## config.mk

```make
export PLATFORM = sky130hd
export DESIGN_NAME = mux_4bit_rr_feeder
export DESIGN_NICKNAME = d
export VERILOG_FILES = /design/src/rtl/mux_4bit_rr_feeder_pkg.sv /design/src/rtl/mux_4bit_rr_feeder_rr_arbiter_2.sv /design/src/rtl/mux_4bit_rr_feeder.sv
export SDC_FILE = /design/constraint.sdc
export NUM_CORES = 1
export LEC_CHECK = 0
export BUFFER_PORTS_ARGS = -buffer_cell sky130_fd_sc_hd__buf_2
export CAP_MARGIN = 20
export CORE_ASPECT_RATIO = 0.7
export CORE_UTILIZATION = 50
export CTS_BUF_LIST = sky130_fd_sc_hd__clkbuf_8 sky130_fd_sc_hd__clkbuf_16
export DETAILED_ROUTE_END_ITERATION = 16
export PLACE_DENSITY = 0.83
export SLEW_MARGIN = 15
export SYNTH_ARGS = -nofsm -noshare
export SYNTH_HDL_FRONTEND = slang
export SYNTH_SLANG_ARGS = --single-unit
```

## constraint.sdc

```tcl
create_clock -name clk -period 2.2 [get_ports clk]
set_input_delay 0.11 -clock clk [delete_from_list [all_inputs] [get_ports clk]]
set_output_delay 0.11 -clock clk [all_outputs]
set_load 0.01 [all_outputs]
```

## src/rtl/mux_4bit_rr_feeder_pkg.sv

```systemverilog
// Shared encodings and defaults for the round-robin mux feeder.
package mux_4bit_rr_feeder_pkg;

  // Presentation FSM: IDLE shows nothing, DWELL holds a word while the counter runs down
  typedef enum logic {
    ST_IDLE  = 1'b0,
    ST_DWELL = 1'b1
  } state_e;

  // Mux select encoding, also used to remember which channel was granted last
  localparam logic SEL_A = 1'b0;
  localparam logic SEL_B = 1'b1;

  localparam int DEFAULT_WIDTH = 4;
  localparam int CNT_W         = 8;

endpackage

```

## src/rtl/mux_4bit_rr_feeder_rr_arbiter_2.sv

```systemverilog
// Two-requester round-robin arbiter, purely combinational.
// req[0] is channel A, req[1] is channel B; grant is one-hot or zero.
module rr_arbiter_2
  import mux_4bit_rr_feeder_pkg::*;
(
  input  logic [1:0] req,
  input  logic       last_grant,
  input  logic       enable,
  output logic [1:0] grant
);

  // A lone requester always wins; on a tie the channel not granted last time wins
  always_comb begin
    grant = 2'b00;
    if (enable) begin
      case (req)
        2'b01:   grant = 2'b01;
        2'b10:   grant = 2'b10;
        2'b11:   grant = (last_grant == SEL_B) ? 2'b01 : 2'b10;
        default: grant = 2'b00;
      endcase
    end
  end

endmodule

```

## src/rtl/mux_4bit_rr_feeder.sv

```systemverilog
// Upstream feeder for a 2-to-1 mux: takes words from two valid/ready sources,
// arbitrates round-robin and presents each accepted word for DWELL cycles.
module mux_4bit_rr_feeder
  import mux_4bit_rr_feeder_pkg::*;
#(
  parameter int WIDTH = DEFAULT_WIDTH,
  parameter int DWELL = 4
) (
  input  logic             clk,
  input  logic             rst,
  input  logic [WIDTH-1:0] a_in,
  input  logic             a_valid,
  output logic             a_ready,
  input  logic [WIDTH-1:0] b_in,
  input  logic             b_valid,
  output logic             b_ready,
  output logic [WIDTH-1:0] a_out,
  output logic [WIDTH-1:0] b_out,
  output logic             s,
  output logic             out_valid
);

  // Counter reload; with DWELL limited to 1..255 this always fits in 8 bits
  localparam logic [CNT_W-1:0] RELOAD = CNT_W'(DWELL - 1);

  state_e           state_q, state_d;
  logic [CNT_W-1:0] cnt_q, cnt_d;
  logic             last_q, last_d;
  logic [WIDTH-1:0] aOut_q, aOut_d;
  logic [WIDTH-1:0] bOut_q, bOut_d;
  logic             sel_q, sel_d;
  logic             outValid_q, outValid_d;

  logic             acceptOpen;
  logic [1:0]       grant;
  logic             xferA;
  logic             xferB;

  // The accept window is open when idle or on the last dwell cycle, never during reset
  always_comb begin
    acceptOpen = 1'b0;
    if (!rst) begin
      acceptOpen = (state_q == ST_IDLE) ||
                   ((state_q == ST_DWELL) && (cnt_q == '0));
    end
  end

  rr_arbiter_2 uArb (
    .req        ({b_valid, a_valid}),
    .last_grant (last_q),
    .enable     (acceptOpen),
    .grant      (grant)
  );

  // A grant only exists when the channel is valid, so a grant is a transfer
  always_comb begin
    xferA   = grant[0];
    xferB   = grant[1];
    a_ready = grant[0];
    b_ready = grant[1];
  end

  // Next-state logic: load on transfer, count down while dwelling, fall idle when starved
  always_comb begin
    state_d    = state_q;
    cnt_d      = cnt_q;
    last_d     = last_q;
    aOut_d     = aOut_q;
    bOut_d     = bOut_q;
    sel_d      = sel_q;
    outValid_d = outValid_q;
    if (xferA || xferB) begin
      if (xferA) begin
        aOut_d = a_in;
        sel_d  = SEL_A;
        last_d = SEL_A;
      end else begin
        bOut_d = b_in;
        sel_d  = SEL_B;
        last_d = SEL_B;
      end
      outValid_d = 1'b1;
      cnt_d      = RELOAD;
      state_d    = ST_DWELL;
    end else if (state_q == ST_DWELL) begin
      if (cnt_q != '0) begin
        cnt_d = cnt_q - 1'b1;
      end else begin
        state_d    = ST_IDLE;
        outValid_d = 1'b0;
      end
    end
  end

  // State registers; reset makes A win the first tie by pretending B was last granted
  always_ff @(posedge clk) begin
    if (rst) begin
      state_q    <= ST_IDLE;
      cnt_q      <= '0;
      last_q     <= SEL_B;
      aOut_q     <= '0;
      bOut_q     <= '0;
      sel_q      <= SEL_A;
      outValid_q <= 1'b0;
    end else begin
      state_q    <= state_d;
      cnt_q      <= cnt_d;
      last_q     <= last_d;
      aOut_q     <= aOut_d;
      bOut_q     <= bOut_d;
      sel_q      <= sel_d;
      outValid_q <= outValid_d;
    end
  end

  // Registered presentation drives the mux directly
  always_comb begin
    a_out     = aOut_q;
    b_out     = bOut_q;
    s         = sel_q;
    out_valid = outValid_q;
  end

endmodule

```

Word level (Yosys, flattened, before mapping)
Cells that the tools add are included.

cells by class
  $add $sub $neg = 1
  equality and inequality tests = 4
  muxes and demuxes = 14
  bitwise gates (word level) = 2
  reduce and logical (&&, ||, !) cells = 13

operator list
  cell                                                  count
  2-to-1 mux 2 bit                                      5
  AND reduction 2 bit                                   5
  zero test 8 bit                                       1
  2-to-1 mux 1 bit                                      8
  nonzero test 8 bit                                    1
  subtractor 8 x 1 -> 8 bit (second input constant)     1
  case mux 2 bit (3 select lines)                       1
  equality test 2 bit (second input constant)           2
  nonzero test 2 bit                                    2
  equality test 2 x 1 -> 1 bit (second input constant)  1
  logical OR 1 bit                                      2
  inequality test 2 bit (second input constant)         1
  NOT 1 bit                                             2
  OR reduction 2 bit                                    1
  logical AND 1 bit                                     1

word-level totals
  register bits after elaboration = 20
  output and inout bits = 12
  logic and storage cells = 42

Longest topological paths before layout
  depth after elaboration = 8
  gate-level depth with buffers = 7
  gate-level depth less buffers = 6

Modules after synthesis
A second synthesis with hierarchy kept.

second synthesis, totals
  cells, all modules = 99
  area total of the unflattened synthesis = 920.9 um2

modules (own cells, without submodules)
  module              times used  cells an instance  area an instance (um2)
  mux_4bit_rr_feeder  1           94                 899.6
  rr_arbiter_2        1           5                  21.3

Worst setup path after synthesis
No wires, ideal clock.

  path kind = flip-flop to flip-flop
  from = register cnt_q[0]
  to = register bOut_q[0] (netlist: b_out[0])
  setup time = 0.123 ns
  arrival = 1.615 ns
  required time = 2.077 ns
  slack = 0.462 ns
  stages on the path, launching flop included = 8
  buffers on the path = 1
  clock period less this slack = 1.738 ns
  cells stage by stage = dfxtp_1 inv_1 ha_1 nor3b_2 a21bo_4 and3_1 buf_4 mux2_1

on the way
  longest elaborated chain between the ends = 7
  elaborated cells on any way between the ends = 8
  classes of those cells = 2 x mux; 1 x bitwise; 5 x reduce/logical

RTL lines
  what                           line                                   source
  from (decl)                    mux_4bit_rr_feeder.sv:27               logic [CNT_W-1:0] cnt_q, cnt_d;
  from (signal assigned)         mux_4bit_rr_feeder.sv:107              cnt_q <= cnt_d;
  zero test 8 bit                mux_4bit_rr_feeder.sv:44               ((state_q == ST_DWELL) && (cnt_q == '0));
  logical AND 1 bit              mux_4bit_rr_feeder.sv:44
  logical OR 1 bit               mux_4bit_rr_feeder.sv:43               acceptOpen = (state_q == ST_IDLE) ||
  2-to-1 mux 1 bit               mux_4bit_rr_feeder.sv:42               if (!rst) begin
  2-to-1 mux 2 bit               mux_4bit_rr_feeder_rr_arbiter_2.sv:15  if (enable) begin
  via b_ready                    mux_4bit_rr_feeder.sv:16               output logic b_ready,
  logical OR 1 bit               mux_4bit_rr_feeder.sv:72               if (xferA || xferB) begin
  AND reduction 2 bit (no line)  --
  to (signal assigned)           mux_4bit_rr_feeder.sv:110              bOut_q <= bOut_d;
  to (decl)                      mux_4bit_rr_feeder.sv:30               logic [WIDTH-1:0] bOut_q, bOut_d;

The timed path passes the listed nets, and every way through them passes these cells.
A chain may end at the register's enable or synchronous reset.

Worst setup path in the final report
  from = register cnt_q[0]
  to = output port a_ready

on the way
  longest elaborated chain between the ends = 5

RTL lines
  what               line                                   source
  zero test 8 bit    mux_4bit_rr_feeder.sv:44
  logical AND 1 bit  mux_4bit_rr_feeder.sv:44
  logical OR 1 bit   mux_4bit_rr_feeder.sv:43
  2-to-1 mux 1 bit   mux_4bit_rr_feeder.sv:42
  2-to-1 mux 2 bit   mux_4bit_rr_feeder_rr_arbiter_2.sv:15
  to (decl)          mux_4bit_rr_feeder.sv:13               output logic a_ready,

Every way passes these cells.

==> impl_metrics.py <==
metrics = {
    "worst_setup_path": {
        "path_buf_inv": 3,
        "reg2reg_from": "cnt_q[0]",
        "slowest_stage": "dfxtp_1",
        "worstPathMaxFanout": 5,
        "crit_start": "cnt_q[0]",
        "crit_required_ns": 2.09,
        "critical_path_class": "reg -> out",
        "worst_r2r_path_depth": 6,
        "cp-end-kind": "primary output",
        "crit_family": "buffers and inverters",
        "path_cells": "inv_1 -> ha_1 -> nor3b_4 -> a21boi_1 -> buf_4 -> nor2_1 -> buf_2",
        "arrival_ns": 1.89,
        "cp-start-kind": "flip-flop",
        "crit_cells": 7,
        "cpPeakStageDelay_ns": 0.38,
    },
    "timing": {
        "tns_ns": 0,
        "slew_headroom_pct": 64.21,
        "hold_viol_final": 0,
        "hold_slack_ns": 0.06431,
        "tightest_slew_ns": 0.5349,
        "setup_viol": 0,
        "report.final.slew_viol_count": 0,
        "fin_skew_ns": 0.001731,
        "final.min_clock_period_ns": 1.997,
        "rsz0062_at_grt": "false",
        "finalCritPeriodShare_pct": 90.75,
        "fin_ws_ns": 0.2035,
        "fmax_ghz": 0.5009,
    },
    "routing": {
        "wire_per_inst_um": 13.03,
        "drtIter0Drc": 30,
        "drt.antenna.violating_nets": 0,
        "vias_per_cell": 5.718,
        "drc": 0,
        "dr.pass1.iters": 4,
        "routed_wl_um": 1941,
        "vias": 852,
    },
    "pwr": {
        "irDropWorstVdd_v": 0.0006729,
        "power_mw": 0.8637,
        "power_frac_comb_pct": 20.7,
        "p_switching_mw": 0.2327,
        "cellLeakagePower_nw": 0.5052,
        "p_clk_share_pct": 31.6,
        "p_per_area_nw_per_um2": 763.6,
        "power_frac_seq_pct": 47.8,
        "p_sw_share_pct": 26.95,
        "p_int_mw": 0.6309,
    },
    "logic_synthesis": {
        "netlist_instances": 104,
        "synth_area_leaders": "dfxtp_1, a21oi_1, nand3_1",
        "yosysMostFrequentCell": "dfxtp_1",
        "syn-num-nets": 118,
        "synth_top_area_cell": "dfxtp_1",
        "ys_ff_latch": 20,
        "synth_edf_count": 0,
        "syn-cell-area_um2": 945.9,
        "yosys-top-cells-count": "dfxtp_1, a21oi_1, nand3_1, nor2_1, nor2b_1",
        "yosys_warnings": 0,
        "avgSynthCellArea_um2": 9.095,
        "async_flop_share_pct": 0,
        "synth_ff_type": "dfxtp_1",
        "yosysSeqAreaShare_pct": 42.33,
        "yosys.cell_types.count": 30,
        "synth.top_cell.area_share_pct": 42.33,
    },
    "cells_and_area": {
        "num_antenna_cells": 0,
        "fillers": 147,
        "postLayoutCoreUtil_pct": 67.26,
        "fin_area_um2": 1131,
        "syn2layout_area_growth_pct": 19.58,
        "fin_cells": 149,
        "final_layout_size_suffix_gt1_share_pct": 25.00,
        "fin_nets": 143,
    },
    "global_route": {
        "grt_max_degree": 20,
        "gr-usage-all-layers_pct": 21.87,
        "antenna_found_initial": 0,
        "grt_pass1_wl_um": 3105,
        "grt_pass1_vias": 681,
        "gr-total-overflow": 0,
    },
    "outcome": {
        "status": "finished, final reports clean",
    },
    "floorplan": {
        "coreArea_um2": 1682,
        "start_util_pct": 56.25,
        "die-width_um": 53.99,
        "fp-row-count": 12,
        "die-area_um2": 2072,
        "dieHeight_um": 38.39,
        "io_pins": 24,
    },
    "clock_network": {
        "cts_root_buf": "clkbuf_8",
        "numClockSinks": 20,
        "postCtsHoldBufs": 0,
        "cts.clk_slew.worst_paths_ns": 0.07,
        "cts_tree": "yes",
        "cts_resized": 0,
        "cts.path.max_buffers": 2,
        "clock_latency_ns": 0.25,
        "cts_made_buffers": 3,
        "htreeDepth": 1,
        "post_cts_buffers": 0,
    },
    "hold_path": {
        "hold_path.class": "in -> reg",
        "worstHoldPathCells": 2,
        "hold_path.startpoint": "b_in[3]",
    },
    "place": {
        "dpl.hpwl_um": 1421,
        "globalplace.congestion": 0.7894,
        "post-place-cells": 145,
        "io_buffers": 23,
        "dp_slack_ns": 0.1862,
        "dpl-instance-area_um2": 1069,
    },
    "job": {
        "drv_cap": 0,
    },
}
registers in the layout, summed over array words and instances (netlist names):
register	flops
state_q	1
last_q	1
a_out	4
s	1
b_out	4
out_valid	1
cnt_q	8
kinds of logic after synthesis:
family,after synthesis,share of synthesized area [%]
AND/OR/NAND/NOR,41,24.74
AO/OA/AOI/OAI,26,17.99
multiplexers,7,7.936
flip-flops,20,42.33
buffers and inverters,8,4.365
adder cells (fa/ha/maj),2,2.645
worst paths after layout:
path         slack [ns]  endpoint
max                0.20   a_ready
min                0.06  b_out[3]
max reg2reg        0.28  b_out[0]
min reg2reg        0.47         s
power groups by stage:
stage	clock (mW)	combinational [mW]	sequential, mW
floorplan	0	0.122	0.423
global placement	0	0.169	0.418
detailed placement	0	0.174	0.420
CTS	0.280	0.175	0.412
global route	0.297	0.199	0.416
finish	0.273	0.178	0.413
final cells by class:
| type | instances | area (um^2) | share of cell area, % |
|---|---|---|---|
| multi-input combinational | 76 | 511.7 | 45.24 |
| sequential | 20 | 400.4 | 35.40 |
| timing repair buffer | 24 | 122.6 | 10.84 |
| clock buffer | 4 | 55.05 | 4.867 |
| tap | 21 | 26.28 | 2.323 |
| inverter | 4 | 15.01 | 1.327 |
per-layer routing:
metal / GRT usage (%) / vias up / wire length [um]
met3: 7.143 / 0 / 129
li1: - / 418 / -
met2: 34.26 / 32 / 872
met1: 28.81 / 402 / 939
met5: 0 / - / 0
met4: 5.769 / 0 / 0
placed cells by master (no fill, tap or decap):
master and count:
nor3_1 1, o21ai_0 4, o21a_1 1, and3_1 2
buf_2 23, nor2_1 10, buf_4 1, nor2b_1 5
and2_1 1, clkbuf_8 4, and3_2 1, a41oi_1 1
nor4b_1 1, dfxtp_1 20, a21bo_4 1, nand3_1 10
mux2i_1 3, mux2_1 4, a21oi_1 10, or3_1 3
a211oi_1 3, nand2b_1 2, nor4_4 1, inv_1 4
a31oi_1 2, ha_1 2, a21boi_1 1, nand2_1 3
a311o_1 1, nor3b_4 1, o21bai_1 2
Note: power is estimated with default switching activity, not from simulation.
